**src/rtl/systolic_pkg.sv**
```systemverilog
// Shared types and helpers for the output-stationary systolic array sequencer.
package systolic_pkg;

   typedef enum logic [2:0] {
      ST_IDLE  = 3'd0,
      ST_CLEAR = 3'd1,
      ST_FEED  = 3'd2,
      ST_DRAIN = 3'd3,
      ST_DONE  = 3'd4
   } state_e;

   // Drain lasts this many cycles per lane of array dimension.
   localparam int DRAIN_PER_LANE = 2;

   function automatic logic [31:0] sat_limit(input logic [31:0] value, input logic [31:0] limit);
      logic [31:0] res;
      if (value > limit) begin
         res = limit;
      end else begin
         res = value;
      end
      return res;
   endfunction

endpackage

```
**src/rtl/skew_buffer.sv**
```systemverilog
// Triangular delay line: lane i is delayed i cycles, with zero-fill and a synchronous flush.
module skew_buffer #(
   parameter int N          = 4,
   parameter int DATA_WIDTH = 16
) (
   input  logic                    clk,
   input  logic                    rst_n,
   input  logic                    shift_en,
   input  logic                    flush,
   input  logic                    in_valid,
   input  logic [N*DATA_WIDTH-1:0] in_flat,
   output logic [N*DATA_WIDTH-1:0] out_flat
);

   logic [N*DATA_WIDTH-1:0] lane_in_s;

   // Slots without valid read data inject zeros so they add nothing downstream
   always_comb begin
      if (in_valid) begin
         lane_in_s = in_flat;
      end else begin
         lane_in_s = '0;
      end
   end

   for (genvar i = 0; i < N; i++) begin : g_lane
      if (i == 0) begin : g_pass
         assign out_flat[DATA_WIDTH-1:0] = lane_in_s[DATA_WIDTH-1:0];
      end else begin : g_dly
         logic [DATA_WIDTH-1:0] pipe_r [i];

         // Lane delay stages: shift while the pass runs, hold while idle
         always_ff @(posedge clk or negedge rst_n) begin
            if (!rst_n) begin
               for (int s = 0; s < i; s++) pipe_r[s] <= '0;
            end else if (flush) begin
               for (int s = 0; s < i; s++) pipe_r[s] <= '0;
            end else if (shift_en) begin
               pipe_r[0] <= lane_in_s[(i+1)*DATA_WIDTH-1 -: DATA_WIDTH];
               for (int s = 1; s < i; s++) pipe_r[s] <= pipe_r[s-1];
            end
         end

         assign out_flat[(i+1)*DATA_WIDTH-1 -: DATA_WIDTH] = pipe_r[i-1];
      end
   end

endmodule

```
**src/rtl/systolic_controller.sv**
```systemverilog
// Sequences one C = A x B pass: clear, operand fetch with lane skew, drain, results valid.
module systolic_controller
   import systolic_pkg::*;
#(
   parameter int N          = 4,
   parameter int DATA_WIDTH = 16,
   parameter int MAX_K      = 64,
   parameter int ADDR_WIDTH = $clog2(MAX_K)
) (
   input  logic                    clk,
   input  logic                    reset,
   input  logic                    start,
   input  logic                    abort,
   input  logic [ADDR_WIDTH:0]     k_len,
   output logic                    busy,
   output logic                    done,
   output logic                    result_valid,
   output logic                    a_rd_en,
   output logic [ADDR_WIDTH-1:0]   a_rd_addr,
   input  logic [N*DATA_WIDTH-1:0] a_rd_data,
   output logic                    b_rd_en,
   output logic [ADDR_WIDTH-1:0]   b_rd_addr,
   input  logic [N*DATA_WIDTH-1:0] b_rd_data,
   output logic                    array_clear,
   output logic                    pe_enable,
   output logic [N*DATA_WIDTH-1:0] array_in_a_flat,
   output logic [N*DATA_WIDTH-1:0] array_in_b_flat
);

   localparam int KW           = ADDR_WIDTH + 1;
   localparam int DRAIN_CYCLES = DRAIN_PER_LANE * N;
   localparam int DRAIN_CW     = $clog2(DRAIN_CYCLES + 1);
   localparam logic [DRAIN_CW-1:0] DRAIN_LAST = DRAIN_CW'(DRAIN_CYCLES - 1);
   localparam logic [DRAIN_CW-1:0] DRAIN_ONE  = DRAIN_CW'(1);
   localparam logic [KW-1:0]       K_ONE      = KW'(1);

   state_e                state_r;
   logic [KW-1:0]         k_len_r;
   logic [KW-1:0]         k_cnt_r;
   logic [DRAIN_CW-1:0]   drain_cnt_r;
   logic                  rd_en_r;
   logic [ADDR_WIDTH-1:0] rd_addr_r;
   logic                  rd_valid_r;
   logic                  busy_r;
   logic                  done_r;
   logic                  result_valid_r;
   logic                  array_clear_r;
   logic                  pe_enable_r;

   logic [KW-1:0]         k_sat_s;
   logic [KW-1:0]         k_next_s;
   logic                  k_last_s;
   logic                  flush_s;

   // Saturated K, next fetch index and abort qualification
   always_comb begin
      k_sat_s  = KW'(sat_limit(32'(k_len), 32'(MAX_K)));
      k_next_s = k_cnt_r + K_ONE;
      k_last_s = (k_cnt_r == (k_len_r - K_ONE));
      flush_s  = abort & busy_r;
   end

   // Pass sequencer: state, counters and registered control outputs
   always_ff @(posedge clk or negedge reset) begin
      if (!reset) begin
         state_r        <= ST_IDLE;
         k_len_r        <= '0;
         k_cnt_r        <= '0;
         drain_cnt_r    <= '0;
         rd_en_r        <= 1'b0;
         rd_addr_r      <= '0;
         busy_r         <= 1'b0;
         done_r         <= 1'b0;
         result_valid_r <= 1'b0;
         array_clear_r  <= 1'b0;
         pe_enable_r    <= 1'b0;
      end else if (flush_s) begin
         state_r        <= ST_IDLE;
         k_cnt_r        <= '0;
         drain_cnt_r    <= '0;
         rd_en_r        <= 1'b0;
         rd_addr_r      <= '0;
         busy_r         <= 1'b0;
         done_r         <= 1'b0;
         result_valid_r <= 1'b0;
         array_clear_r  <= 1'b0;
         pe_enable_r    <= 1'b0;
      end else begin
         case (state_r)
            ST_IDLE: begin
               done_r <= 1'b0;
               if (start) begin
                  state_r        <= ST_CLEAR;
                  k_len_r        <= k_sat_s;
                  busy_r         <= 1'b1;
                  array_clear_r  <= 1'b1;
                  result_valid_r <= 1'b0;
               end
            end
            ST_CLEAR: begin
               array_clear_r <= 1'b0;
               if (k_len_r == '0) begin
                  state_r        <= ST_DONE;
                  busy_r         <= 1'b0;
                  done_r         <= 1'b1;
                  result_valid_r <= 1'b1;
               end else begin
                  state_r     <= ST_FEED;
                  pe_enable_r <= 1'b1;
                  rd_en_r     <= 1'b1;
                  rd_addr_r   <= '0;
                  k_cnt_r     <= '0;
               end
            end
            ST_FEED: begin
               if (k_last_s) begin
                  state_r     <= ST_DRAIN;
                  rd_en_r     <= 1'b0;
                  drain_cnt_r <= '0;
               end else begin
                  k_cnt_r   <= k_next_s;
                  rd_addr_r <= k_next_s[ADDR_WIDTH-1:0];
               end
            end
            ST_DRAIN: begin
               if (drain_cnt_r == DRAIN_LAST) begin
                  state_r        <= ST_DONE;
                  pe_enable_r    <= 1'b0;
                  busy_r         <= 1'b0;
                  done_r         <= 1'b1;
                  result_valid_r <= 1'b1;
               end else begin
                  drain_cnt_r <= drain_cnt_r + DRAIN_ONE;
               end
            end
            ST_DONE: begin
               state_r <= ST_IDLE;
               done_r  <= 1'b0;
            end
            default: begin
               state_r        <= ST_IDLE;
               rd_en_r        <= 1'b0;
               busy_r         <= 1'b0;
               done_r         <= 1'b0;
               result_valid_r <= 1'b0;
               array_clear_r  <= 1'b0;
               pe_enable_r    <= 1'b0;
            end
         endcase
      end
   end

   // Buffer data returns one cycle after the strobe
   always_ff @(posedge clk or negedge reset) begin
      if (!reset) begin
         rd_valid_r <= 1'b0;
      end else if (flush_s) begin
         rd_valid_r <= 1'b0;
      end else begin
         rd_valid_r <= rd_en_r;
      end
   end

   skew_buffer #(.N(N), .DATA_WIDTH(DATA_WIDTH)) u_skew_a (
      .clk      (clk),
      .rst_n    (reset),
      .shift_en (busy_r),
      .flush    (flush_s),
      .in_valid (rd_valid_r),
      .in_flat  (a_rd_data),
      .out_flat (array_in_a_flat)
   );

   skew_buffer #(.N(N), .DATA_WIDTH(DATA_WIDTH)) u_skew_b (
      .clk      (clk),
      .rst_n    (reset),
      .shift_en (busy_r),
      .flush    (flush_s),
      .in_valid (rd_valid_r),
      .in_flat  (b_rd_data),
      .out_flat (array_in_b_flat)
   );

   assign busy         = busy_r;
   assign done         = done_r;
   assign result_valid = result_valid_r;
   assign a_rd_en      = rd_en_r;
   assign b_rd_en      = rd_en_r;
   assign a_rd_addr    = rd_addr_r;
   assign b_rd_addr    = rd_addr_r;
   assign array_clear  = array_clear_r;
   assign pe_enable    = pe_enable_r;

endmodule

```
**config.mk**
```make
export PLATFORM = sky130hd
export DESIGN_NAME = systolic_controller
export DESIGN_NICKNAME = d
export VERILOG_FILES = /design/src/rtl/systolic_pkg.sv /design/src/rtl/skew_buffer.sv /design/src/rtl/systolic_controller.sv
export SDC_FILE = /design/constraint.sdc
export NUM_CORES = 1
export LEC_CHECK = 0
export ABC_AREA = 1
export CAP_MARGIN = 15
export CORE_MARGIN = 10
export CORE_UTILIZATION = 30
export CTS_CLUSTER_DIAMETER = 120
export DETAILED_ROUTE_END_ITERATION = 16
export PLACE_DENSITY = 0.55
export RECOVER_POWER = 50
export SLEW_MARGIN = 10
export SYNTH_ARGS = -nofsm -noshare
export SYNTH_HDL_FRONTEND = slang
export SYNTH_SLANG_ARGS = --single-unit
```
**constraint.sdc**
```tcl
create_clock -name clk -period 5 [get_ports clk]
set_clock_uncertainty 0.05 [all_clocks]
set_input_delay 1 -clock clk [delete_from_list [all_inputs] [get_ports clk]]
set_output_delay 1 -clock clk [all_outputs]
set_load 0.05 [all_outputs]
```
==> Word level (Yosys, flattened, before mapping) <==
Index checks and enable logic that the tools add are counted.
{ "totals": {"ff_bits": 226, "inputBits": 139, "output_inout_bits": 147, "wordCells": 120} }
{ "op_classes": {"n_addsub": 3, "order_cmp": 1, "eq_ne": 18, "muxes": 54, "n_bitwise": 2, "reduce_logical": 18} }
{ "op_table": {"columns": ["operator", "count"], "rows": [
  ["$mux 48", 4],
  ["$mux 32", 4],
  ["$mux 64", 2],
  ["$mux 16", 4],
  ["$mux 7", 4],
  ["$ne 3x3->1 const B", 7],
  ["$reduce_and 3->1", 7],
  ["$mux 6", 3],
  ["$mux 1", 15],
  ["$mux 3", 5],
  ["$pmux 7 s2", 1],
  ["$mux 4", 3],
  ["$pmux 3 s4", 1],
  ["$pmux 6 s2", 1],
  ["$pmux 1 s3", 3],
  ["$reduce_or 3->1", 3],
  ["$ne 2x1->1 const B", 4],
  ["$pmux 1 s4", 2],
  ["$pmux 4 s2", 1],
  ["$add 7x1->7 const B", 1],
  ["$eq 7x7->1", 1],
  ["$gt 7x7->1 const B", 1],
  ["$logic_not 7->1", 1],
  ["$sub 7x1->7 const B", 1],
  ["15 further kinds", 17]
]} }

==> Longest topological paths before layout <==
{ "logic_depth": {"depth_word": 5, "mapped_depth": 14, "ltp_nobuf": 14} }

==> By module <==
From an unflattened synthesis, not the netlist that was laid out.
{ "unflattened": {"cells_unflattened": 1184, "area_unflattened_um2": 10237.3} }
{ "by_module_without_submodules": {"columns": ["mod", "n_inst", "cells_each", "area_per_inst_um2", "seq_area_each_um2"], "rows": [
  ["skew_buffer", 2, 472, 4194.0, 2402.3],
  ["systolic_controller", 1, 240, 1849.3, 700.7]
]} }

==> Worst setup path after synthesis <==
No wires, ideal clock.
{ "synth_path": {"path_kind": "in2out", "from": "input port b_rd_data[12]", "to": "output port array_in_b_flat[12]", "t_arrival_ns": 1.357, "required_ns": 3.950, "setup_slack_ns": 2.593, "stages": 2, "path_buffers": 0, "path_cell_list": "nand2_1 -> inv_1"} }
{ "synth_between": {"elab_chain_cells": 1} }
{ "synth_rtl": {"columns": ["element", "line", "text"], "rows": [
  ["start, declared", "systolic_controller.sv:23", "input logic [N*DATA_WIDTH-1:0] b_rd_data,"],
  ["$mux 64", "skew_buffer.sv:19", "if (in_valid) begin"],
  ["end, declared", "systolic_controller.sv:27", "output logic [N*DATA_WIDTH-1:0] array_in_b_flat"]
]} }
No other way between the ends.

==> Worst setup path in the final report <==
{ "layout_path": {"from": "register busy_r (netlist: busy)", "to": "register u_skew_b.g_lane[3].g_dly.pipe_r, in the netlist u_skew_b.out_flat[51]"} }
{ "layout_between": {"elab_chain_cells": 2, "elab_cells_between_ends": 3, "cone_classes": "mux: 1; bitwise: 1; reduce/logical: 1"} }
{ "layout_rtl": {"columns": ["element", "line", "text"], "rows": [
  ["start, declared", "systolic_controller.sv:44", "logic busy_r;"],
  ["start signal, assigned", "systolic_controller.sv:72", "busy_r <= 1'b0;"],
  ["start signal, assigned", "systolic_controller.sv:83", "busy_r <= 1'b0;"],
  ["start signal, assigned", "systolic_controller.sv:95", "busy_r <= 1'b1;"],
  ["$and 1x1->1", "systolic_controller.sv:60", "flush_s = abort & busy_r;"],
  ["$mux 48 / $reduce_bool 2->1 (equally long branches)", null, null],
  ["end, declared", "skew_buffer.sv:30", "logic [DATA_WIDTH-1:0] pipe_r [i];"]
]} }
Parallel ways exist; a longest one is shown, timed or not.
A chain may end at the register's enable or synchronous reset.

==> metrics.txt <==
Detailed Route Iter0 Violations 435; Root Driver clkbuf_16; Final ANT Viol Nets 0; global-route wire length before repair 44800 um; crit path cell chain clkinvlp_2 > or2_0 > buf_2 > o21ai_0; post-detailed-route wirelength per cell 15.8 um; DRC Markers 0; clock tree from TritonCTS built; post-synthesis sequential area ratio 0.563; vias in the first global route 7727; slowest stage delay, CP 1.06 ns; Post-Syn Area 9780 um2; ys async rst share 1.00; Worst VDD drop 303 uV; Post-Synthesis Cells 1112; number of enable flip-flop cells after synthesis 0; Slew headroom -0.919; leakage 5.93 nW; Placed Area 12500 um2; CP required 5.36 ns; count of standard-cell rows 66; Startpoint Class flip-flop; unrepaired setup endpoints after global routing false; share of layout cells above drive strength 1 0.0465; Horiz. Die Dim 201 um; Nets between 1000 and 1500; GP Congestion 0.788; Total Routing Usage GR 0.135; largest net degree at the start of global routing 115; flop and latch count out of synthesis 220; Yosys warnings 0; fin crit share 0.763; Ports ~290; Fin Setup TNS 0 ns; Worst-path clk slew 0.06 ns; power after layout approximately 8 mW; Area Overhead vs Synth 35.3%; Mapped Nets roughly 1300; Fmax 0.262 GHz; final WL 27800 um; drt first pass iters 5; slowest CP cell clkinvlp_2; Max clock buf depth 3; # hold bufs at CTS 0; Clock Sinks between 200 and 250; port bufs 285; Final Max Tran Viols 228; Num CTS Buffers 25; Primary FF master, synth dfrtp_1; PostCTS Resize Cnt 0; max_cap viols 2; Core Area 32400 um2; Finish-stage setup viols 0; CP Capture Type flip-flop; worst min-delay path category flip-flop to flip-flop; Final Hold Violating Endpoints 0; Via density ~4.4; Tightest Pin Transition 2.88 ns; flop-to-flop setup slack 1.18 ns; Starting Density 0.302; Die Y 201 um; final hold slack 0.436 ns; post-DP HPWL roughly 19000 um; FILL cells 3262; status finished with violations; most frequent cells in the layout nand2_1 (314), clkdlybuf4s50_1 (283), dfrtp_1 (218); die area 40200 um2; grt total ovfl 0; worst path arrival time roughly 4.2 ns; antenna violations before repair 2; syn avg cell area 8.80 um2; Clk Latency, worst-skew pair 0.53 ns; kind of critical path flip-flop to flip-flop; PD cells slightly above 600 nW/um2; DR vias 7699; violated checks capacitance limit, slew limit; most common cell after layout, fill and taps aside nand2_1; postcts setup bufs 0; Finished Cell Area about 13000 um2; H-tree levels 1; worst-path fanout max 114; Netlist cell types 30; minimum clock period after layout 3.82 ns
[stage by stage]
| step | std cells | worst slack, ns | utilization |
|---|---|---|---|
| after floorplan | 1112 | 2.59 | - |
| after global placement | 1712 | 1.53 | 0.385 |
| after detailed placement | 1712 | 1.52 | 0.385 |
| after CTS | 1755 | 1.35 | 0.411 |
| after global routing | 1756 | 0.720 | 0.409 |
| final | 1757 | 1.18 | 0.409 |
[power breakdown]
group          total (mW)  internal [mW]  switching [mW]
logic                3.46           1.09            2.36
registers            2.68           2.31           0.360
clock network        1.87           1.12           0.744
[path summary, 6_finish.rpt]
path / startpoint / endpoint / cells past startpoint
worst max-delay path: busy / u_skew_b.out_flat[51] / 4
worst min-delay path: u_skew_b.out_flat[42] / u_skew_b.out_flat[42] / 2
worst max register to register: busy / u_skew_b.out_flat[51] / 4
worst min register to register: u_skew_b.out_flat[42] / u_skew_b.out_flat[42] / 2
max in group asynchronous: reset / rd_valid_r / 1
min in group asynchronous: reset / u_skew_a.g_lane[1].g_dly.pipe_r[4] / 1
[per-layer routing]
metal,GRT usage,part of all wire,up-vias
li1,-,-,3814
met1,0.189,0.48,3607
met2,0.207,0.44,248
met3,0.0336,0.065,30
met4,0.0235,0.014,0
met5,0,0,-
[synth_stat cells, types with 3 or more instances]
cell type,n,area [um2]
nand2_1,311,1170
dfrtp_1,220,5510
inv_1,151,567
o22ai_1,96,601
o21ai_1,84,420
buf_4,78,586
clkbuf_1,28,105
nor2_1,25,93.8
o21ai_0,24,120
buf_2,23,115
nand3_1,16,80.1
inv_2,9,33.8
buf_1,5,18.8
xor2_1,5,43.8
ha_1,4,50.1
nand2_4,4,45.0
nand3b_1,4,30.0
nor2_4,4,45.0
nor2_2,3,18.8
xnor2_1,3,26.3
[worst max-delay path: cells and delay by family (launching register included)]
family          cells  cell delay (ns)
buf+inv             2             1.79
flops               1             0.69
simple gates        1             0.56
compound gates      1             0.47
[cell families (layout without fill, tap and decap cells)]
| group | Yosys count | count (layout) | share of synthesized area |
|---|---|---|---|
| and+or+nand+nor | 379 | 379 | 0.161 |
| buffers and inverters | 294 | 495 | 0.146 |
| DFF | 220 | 220 | 0.563 |
| AOI/OAI and AO/OA | 207 | 207 | 0.119 |
| xor gates and xnor gates | 8 | 8 | 0.00716 |
| adders and majority gates | 4 | 4 | 0.00512 |
| other | 0 | 2 | 0 |
[final cells by class]
type	instances	area, um2	area share
Tap cell	442	553	0.0418
Antenna cell	2	5.00	0.000378
Sequential cell	220	5510	0.417
Inverter	160	602	0.0455
Clock buffer	35	693	0.0524
Timing Repair Buffer	292	2910	0.220
Clock inverter	8	139	0.0105
Multi-Input combinational cell	598	2820	0.213
[sequential cells by signal (all words and copies together) (netlist names), 3 cells and up]
signal	count
k_len_r	7
u_skew_b.g_lane.g_dly.pipe_r	64
u_skew_a.g_lane.g_dly.pipe_r	64
k_cnt_r	7
state_r	3
u_skew_b.out_flat	32
drain_cnt_r	4
u_skew_a.out_flat	32
Note: power is estimated with default switching activity, not from simulation.
